===== config.mk =====
export PLATFORM = sky130hd
export DESIGN_NAME = rv32_ifid_queue
export DESIGN_NICKNAME = d
export VERILOG_FILES = /design/src/rtl/rv32_ifid_queue.sv
export SDC_FILE = /design/constraint.sdc
export NUM_CORES = 1
export LEC_CHECK = 0
export ABC_AREA = 1
export CAP_MARGIN = 20
export CORE_MARGIN = 3
export CORE_UTILIZATION = 56
export DETAILED_ROUTE_END_ITERATION = 8
export PLACE_DENSITY = 0.81
export SLEW_MARGIN = 10
export SYNTH_ARGS = -nofsm -noshare
export SYNTH_HDL_FRONTEND = slang
export SYNTH_SLANG_ARGS = --single-unit

===== constraint.sdc =====
create_clock -name clk -period 6.31 [get_ports clk]
set_input_delay 0.9465 -clock clk [delete_from_list [all_inputs] [get_ports clk]]
set_output_delay 0.9465 -clock clk [all_outputs]
set_load 0.02 [all_outputs]

===== src/rtl/rv32_ifid_queue.sv =====
// Fetch-to-decode instruction queue: circular FIFO of {pc, instr} with NOP fill, flush and halt detection.
// Optional same-cycle bypass of an empty queue is enabled by defining RV32_IFID_BYPASS_EN.
module rv32_ifid_queue #(
    parameter int          DEPTH    = 4,
    parameter logic [31:0] NOP_WORD = 32'h0000_0013
) (
    input  logic                     clk,
    input  logic                     rst_n,
    input  logic                     flush,
    input  logic                     if_valid,
    input  logic [31:0]              if_pc,
    input  logic [31:0]              if_instr,
    output logic                     if_ready,
    input  logic                     id_stall,
    output logic [31:0]              code_bus,
    output logic [31:0]              id_pc,
    output logic                     id_valid,
    output logic [$clog2(DEPTH):0]   count,
    output logic                     halted
);
    localparam int          PW        = $clog2(DEPTH);
    localparam int          CW        = PW + 1;
    localparam logic [CW-1:0] FULL    = CW'(DEPTH);
    localparam logic [31:0] HALT_WORD = 32'hFFFF_FFFF;

    logic [PW-1:0] wr_ptr_q, wr_ptr_d;
    logic [PW-1:0] rd_ptr_q, rd_ptr_d;
    logic [CW-1:0] count_q, count_d;
    logic          halted_q, halted_d;
    logic [31:0]   pc_mem_q    [DEPTH];
    logic [31:0]   instr_mem_q [DEPTH];

    logic          push, pop, head_is_halt, byp, wr_en;
    logic [31:0]   head_pc, head_instr;

    always_comb begin
        byp = 1'b0;
`ifdef RV32_IFID_BYPASS_EN
        byp = (count_q == '0) & if_valid & ~flush & ~halted_q;
`endif
        head_pc    = byp ? if_pc    : pc_mem_q[rd_ptr_q];
        head_instr = byp ? if_instr : instr_mem_q[rd_ptr_q];

        id_valid     = (count_q != '0) | byp;
        code_bus     = id_valid ? head_instr : NOP_WORD;
        id_pc        = id_valid ? head_pc : 32'h0;
        // Readiness deliberately ignores id_stall: a full queue never admits a push.
        if_ready     = (count_q != FULL) & ~halted_q & ~flush;
        push         = if_valid & if_ready;
        head_is_halt = id_valid & (head_instr == HALT_WORD);
        pop          = id_valid & ~id_stall & ~halted_q & ~head_is_halt;

        wr_ptr_d = wr_ptr_q;
        rd_ptr_d = rd_ptr_q;
        count_d  = count_q;
        wr_en    = 1'b0;
        halted_d = halted_q | head_is_halt;

        if (flush) begin
            wr_ptr_d = '0;
            rd_ptr_d = '0;
            count_d  = '0;
        end else if (!(byp && pop)) begin
            // A bypassed word consumed in the same cycle never touches storage.
            if (push) begin
                wr_en    = 1'b1;
                wr_ptr_d = wr_ptr_q + 1'b1;
            end
            if (pop) begin
                rd_ptr_d = rd_ptr_q + 1'b1;
            end
            if (push && !pop) begin
                count_d = count_q + 1'b1;
            end else if (pop && !push) begin
                count_d = count_q - 1'b1;
            end
        end
    end

    always_ff @(posedge clk or negedge rst_n) begin
        if (!rst_n) begin
            wr_ptr_q <= '0;
            rd_ptr_q <= '0;
            count_q  <= '0;
            halted_q <= 1'b0;
        end else begin
            wr_ptr_q <= wr_ptr_d;
            rd_ptr_q <= rd_ptr_d;
            count_q  <= count_d;
            halted_q <= halted_d;
        end
    end

    // Storage is not reset; empty-state reads are masked by the NOP substitution.
    always_ff @(posedge clk) begin
        if (wr_en) begin
            pc_mem_q[wr_ptr_q]    <= if_pc;
            instr_mem_q[wr_ptr_q] <= if_instr;
        end
    end

    assign count  = count_q;
    assign halted = halted_q;

endmodule


### After elaboration in Yosys (flattened, before gate mapping)

Memories as Yosys holds them, arrays and structs flattened.
Cells that the tools add are included.

| word-level totals | value |
|---|---|
| register bits after elaboration | 8 |
| bits in latches | 0 |
| bits in writable memories | 256 |
| bits in read-only memories | 0 |
| bits of input ports | 69 |
| logic and storage cells | 45 |
| memories | 2 |

| cells by class | value |
|---|---|
| $add $sub $neg | 4 |
| multipliers | 0 |
| divide/modulo/power cells | 0 |
| order comparisons | 0 |
| equal/unequal tests | 2 |
| shifts and indexed selects | 0 |
| multiplexer cells | 13 |
| bitwise operators | 12 |
| reduce and logical (&&, ||, !) cells | 8 |

Memory list:

| memory | depth | width | read ports | clocked after memory_dff | write ports | line | RTL |
|---|---|---|---|---|---|---|---|
| instr_mem_q | 4 | 32 | 1 | 0 | 1 | 31 | `logic [31:0] instr_mem_q [DEPTH];` |
| pc_mem_q | 4 | 32 | 1 | 0 | 1 | 30 | `logic [31:0] pc_mem_q [DEPTH];` |

Operator list:

| kind | number |
|---|---|
| $mux W32 | 2 |
| $eq A32 B32 Y1 const B | 1 |
| $mux W3 | 3 |
| $mux W2 | 4 |
| $and A1 B1 Y1 | 7 |
| $reduce_bool A3 Y1 | 2 |
| $add A2 B1 Y2 const B | 2 |
| $mux W1 | 4 |
| $not A1 Y1 | 4 |
| $reduce_bool A2 Y1 | 2 |
| $add A3 B1 Y3 const B | 1 |
| $ne A3 B3 Y1 const B | 1 |
| $sub A3 B1 Y3 const B | 1 |
| $logic_and A1 B1 Y1 | 2 |
| $logic_not A1 Y1 | 2 |
| $or A1 B1 Y1 | 1 |

### Depth between registers and ports, before layout

| logic depth | value |
|---|---|
| depth in word-level cells | 9 |
| mapped depth | 21 |

### Least setup slack after synthesis

OpenSTA, ideal clock, no wires.

| path | value |
|---|---|
| kind | in2reg |
| start | input flush |
| end | memory instr_mem_q[0][0], enable pin |
| arrival | 4.610 ns |
| required time | 5.823 ns |
| setup slack | 1.213 ns |
| cell stages on the path | 3 |
| buffers on the path | 0 |
| path through | a311oi_1 -> nand2_1 -> nor2_1 |

| between the ends | value |
|---|---|
| word-level cells in the longest chain between the ends | 7 |

RTL lines:

| what | line | RTL |
|---|---|---|
| start: declaration | 9 | `input logic flush,` |
| $not A1 Y1 | 48 | `if_ready = (count_q != FULL) & ~halted_q & ~flush;` |
| $and A1 B1 Y1 | 48 |  |
| $and A1 B1 Y1 | 49 | `push = if_valid & if_ready;` |
| $mux W1 | 65 | `if (push) begin` |
| $mux W1 (*) | 59 | `if (flush) begin` |
| $mux W1 (*) | 96 | `if (wr_en) begin` |
| $mux W1 (not written as such) (*) | 98 | `instr_mem_q[wr_ptr_q] <= if_instr;` |
| end: declaration | 31 |  |

Mark *: on every way between the ends. The rest lies on a longest branch, timed or not.

### Worst setup path in the final report

| path | value |
|---|---|
| start | register rd_ptr_q[0] |
| end | output id_pc[14] |

| between the ends | value |
|---|---|
| word-level cells in the longest chain between the ends | 2 |

RTL lines:

| what | line | RTL |
|---|---|---|
| start: declaration | 27 | `logic [PW-1:0] rd_ptr_q, rd_ptr_d;` |
| start signal: assignment | 88 | `rd_ptr_q <= rd_ptr_d;` |
| $mem_v2 Z4 W32 | -- |  |
| $mux W32 | 46 | `id_pc = id_valid ? head_pc : 32'h0;` |
| end: declaration | 16 | `output logic [31:0] id_pc,` |

Every way passes these cells.

==> results.cfg <==
[clocking]
cts_tree = yes
cts_sinks = 264
cts_htree_levels = 1
path_clk_slew_ps = 60
clockRootBuffer = clkbuf_16
cts_hold_buf = 0
postCtsResizedCells = 0
max-clock-path-buffers = 3
cts_made_buffers = 26
worst_skew_pair.late_latency_ps = 520
cts_setup_buffers = 0

[global_routing]
grt_pass1_wl_mm = 37.0
grt_antenna_before_repair = 0
grt_pass1_vias = 7145
globalRouteTotalUtil_pct = 22.5
grt-ovfl-total = 0
grt_max_degree = 126

[drt]
drtAntennaViolNets = 0
dr.max_layer_used = met4
vias_per_cell = 5.36
met1_length_mm = 9.45
drt_iter0_markers = 536
met2_length_mm = 12.0
wl_mm = 23.7
drc_errors = 0
drtPass1Iterations = 5
met3_wirelength_mm = 1.97
wl_per_cell_um = 17.7
vias = 7182

[power]
intPower_uw = 3720
power.density_nw_per_um2 = 429
p_sw_uw = 1960
seqPwrFrac_pct = 37.6
switching_share_pct = 34.5
power_frac_comb_pct = 35.8
power.share.clock_pct = 26.6
leakage_uw = 0.00487
irDropWorstVdd_mv = 0.302

[synthesis]
synthesis.nets = 1006
synth.largest_area_cell = edfxtp_1
synthTopCellsByCount = edfxtp_1, nand2_1, nor2_1, inv_1, o21ai_0
synthArstFlopShare_pct = 3.03
syn_area_um2 = 10800
netlist_instances = 932
synth_ff_type = edfxtp_1
synthTopCellsByArea = edfxtp_1, nand2_1, nor2_1
ys_types = 27
yosysMostFrequentCell = edfxtp_1
synth_top_area_share_pct = 71.2
yosysWarnings = 0
synth_edf_count = 256
syn_avg_cell_area_um2 = 11.6
ys_seq_area_share_pct = 73.0
synth-seq-cells = 264

[placement]
gp_congestion = 0.746
dp_hpwl_mm = 13.6
port_buffers = 138
post_dp_cell_area_um2 = 12400

[worst_hold_path]
holdPathStages = 2
min_path_type = register to register
holdPathEnd = halted
min_from = halted

[critical_path]
rr_endpoint = count[2]
cp-end-kind = output pin
critPathRequiredTime_ps = 5360
start_kind = register
timing.rr.start = rd_ptr_q[0]
path_max_fanout = 72
crit_type = register to output pin
rrSetupSlack_ps = 2620
cp_data_arrival_time_ps = 3510
worstRegToRegCells = 19

[sta]
period_needed_ps = 4460
fin_worst_skew_ps = 8.98
hold_violations = 0
slew-limit-headroom_pct = 33.4
worstMarginPinSlew_ps = 999
finalMaxSlewViolations = 0
holdWs_ps = 527
setup_viol = 0
rsz0062_at_grt = false
max_freq_ghz = 0.224
fin_tns_setup_ps = 0
min_period_over_period_pct = 70.6

[floorplanning]
io_pins = 139
rows = 50
die_w_um = 145
fp.coreArea_um2 = 18800
dieArea_um2 = 21000
dieHeight_um = 145
start_util_pct = 57.4

[layout]
diodes = 0
drive_above_1_share_pct = 5.56
final_area_um2 = 13200
area_growth_syn_to_layout_pct = 22.4
fill_cells = 1249
fin_nets = 1133

[run]
drv_cap = 0

[status]
status = completed
[worst max-delay path by stage]
| stage | cells after the start | end | slack, ps | startpoint |
|---|---|---|---|---|
| 3_5_place_dp | 6 | id_pc[14] | 2400 | rd_ptr_q[0] |
| 4_1_cts | 6 | id_pc[14] | 1840 | rd_ptr_q[0] |
| 2_1_floorplan | 3 | instr_mem_q[0][0] | 1210 | flush |
| 6_report | 6 | id_pc[14] | 1850 | rd_ptr_q[0] |
| 3_3_place_gp | 5 | instr_mem_q[0][18] | 2410 | flush |
| 5_1_grt | 6 | id_pc[14] | 1690 | rd_ptr_q[0] |
[flip-flops by register name, summed over array words and instances, names as in the netlist]
register,flops
instr_mem_q,128
halted,1
pc_mem_q,128
count,3
rd_ptr_q,2
wr_ptr_q,2
[worst max-delay path, stage by stage, from the launching register on]
cell	delay, ps
dfrtp_4	870
buf_4	760
nor2_1	150
nor2_1	150
o21ai_0	130
a21oi_1	240
clkdlybuf4s50_1	660
[power by group through the flow]
| stage | logic [µW] | registers [µW] | clock network [µW] |
|---|---|---|---|
| floorplan | 1190 | 2140 | 0 |
| global placement | 1990 | 2170 | 0 |
| detailed placement | 2020 | 2170 | 0 |
| CTS | 2040 | 2130 | 1530 |
| global route | 2210 | 2150 | 1600 |
| finish | 2030 | 2130 | 1510 |
[metrics by stage]
stage / utilization (%) / total power (µW) / std cells / setup WS (ps)
floorplan: - / 3330 / 932 / 1210
global placement: 65.6 / 4160 / 1290 / 2410
detailed placement: 65.7 / 4190 / 1291 / 2400
CTS: 70.2 / 5700 / 1339 / 1840
global route: 70.2 / 5960 / 1339 / 1690
finish: 70.2 / 5670 / 1339 / 1850
[kinds of logic (layout without fill, tap and decap cells)]
| logic type | Yosys count | count (layout) | synth area share (%) |
|---|---|---|---|
| compound gates | 120 | 120 | 5.66 |
| xor+xnor | 1 | 1 | 0.0811 |
| fa+ha+maj | 5 | 5 | 0.649 |
| buf+inv | 117 | 264 | 4.79 |
| flops | 264 | 264 | 73.0 |
| simple gates | 425 | 425 | 15.8 |
[final cells by class]
class / count / area, µm² / area share (%)
Clock buffer: 36 / 739 / 5.59
Clock inverter: 12 / 108 / 0.814
Inverter: 69 / 264 / 2.00
Multi-Input combinational cell: 551 / 2430 / 18.4
Sequential cell: 264 / 7890 / 59.7
Tap cell: 260 / 325 / 2.46
Timing Repair Buffer: 147 / 1460 / 11.1
[metal layers]
layer / vias to the layer above / track usage (%)
met3: 20 / 3.94
met1: 3441 / 30.7
li1: 3427 / -
met5: - / 0
met2: 294 / 38.5
met4: 0 / 4.86
[cells in the final DEF, fill, tap and decap left out, types with 2 or more instances in the layout]
master           instances
nor2_4                   4
o21ai_1                  4
clkinv_2                 4
edfxtp_1               256
clkdlybuf4s50_1        138
buf_4                    8
dfrtp_1                  6
a21oi_2                  2
clkinv_1                 5
a21oi_1                 46
clkbuf_8                 3
inv_1                   67
clkbuf_1                 6
nand2_1                190
bufinv_16                2
nand3_1                 64
nor2_1                 159
clkbuf_16               27
nand4_1                  3
ha_1                     4
o21ai_0                 67
No activity file was read; power rests on OpenSTA's default activity.
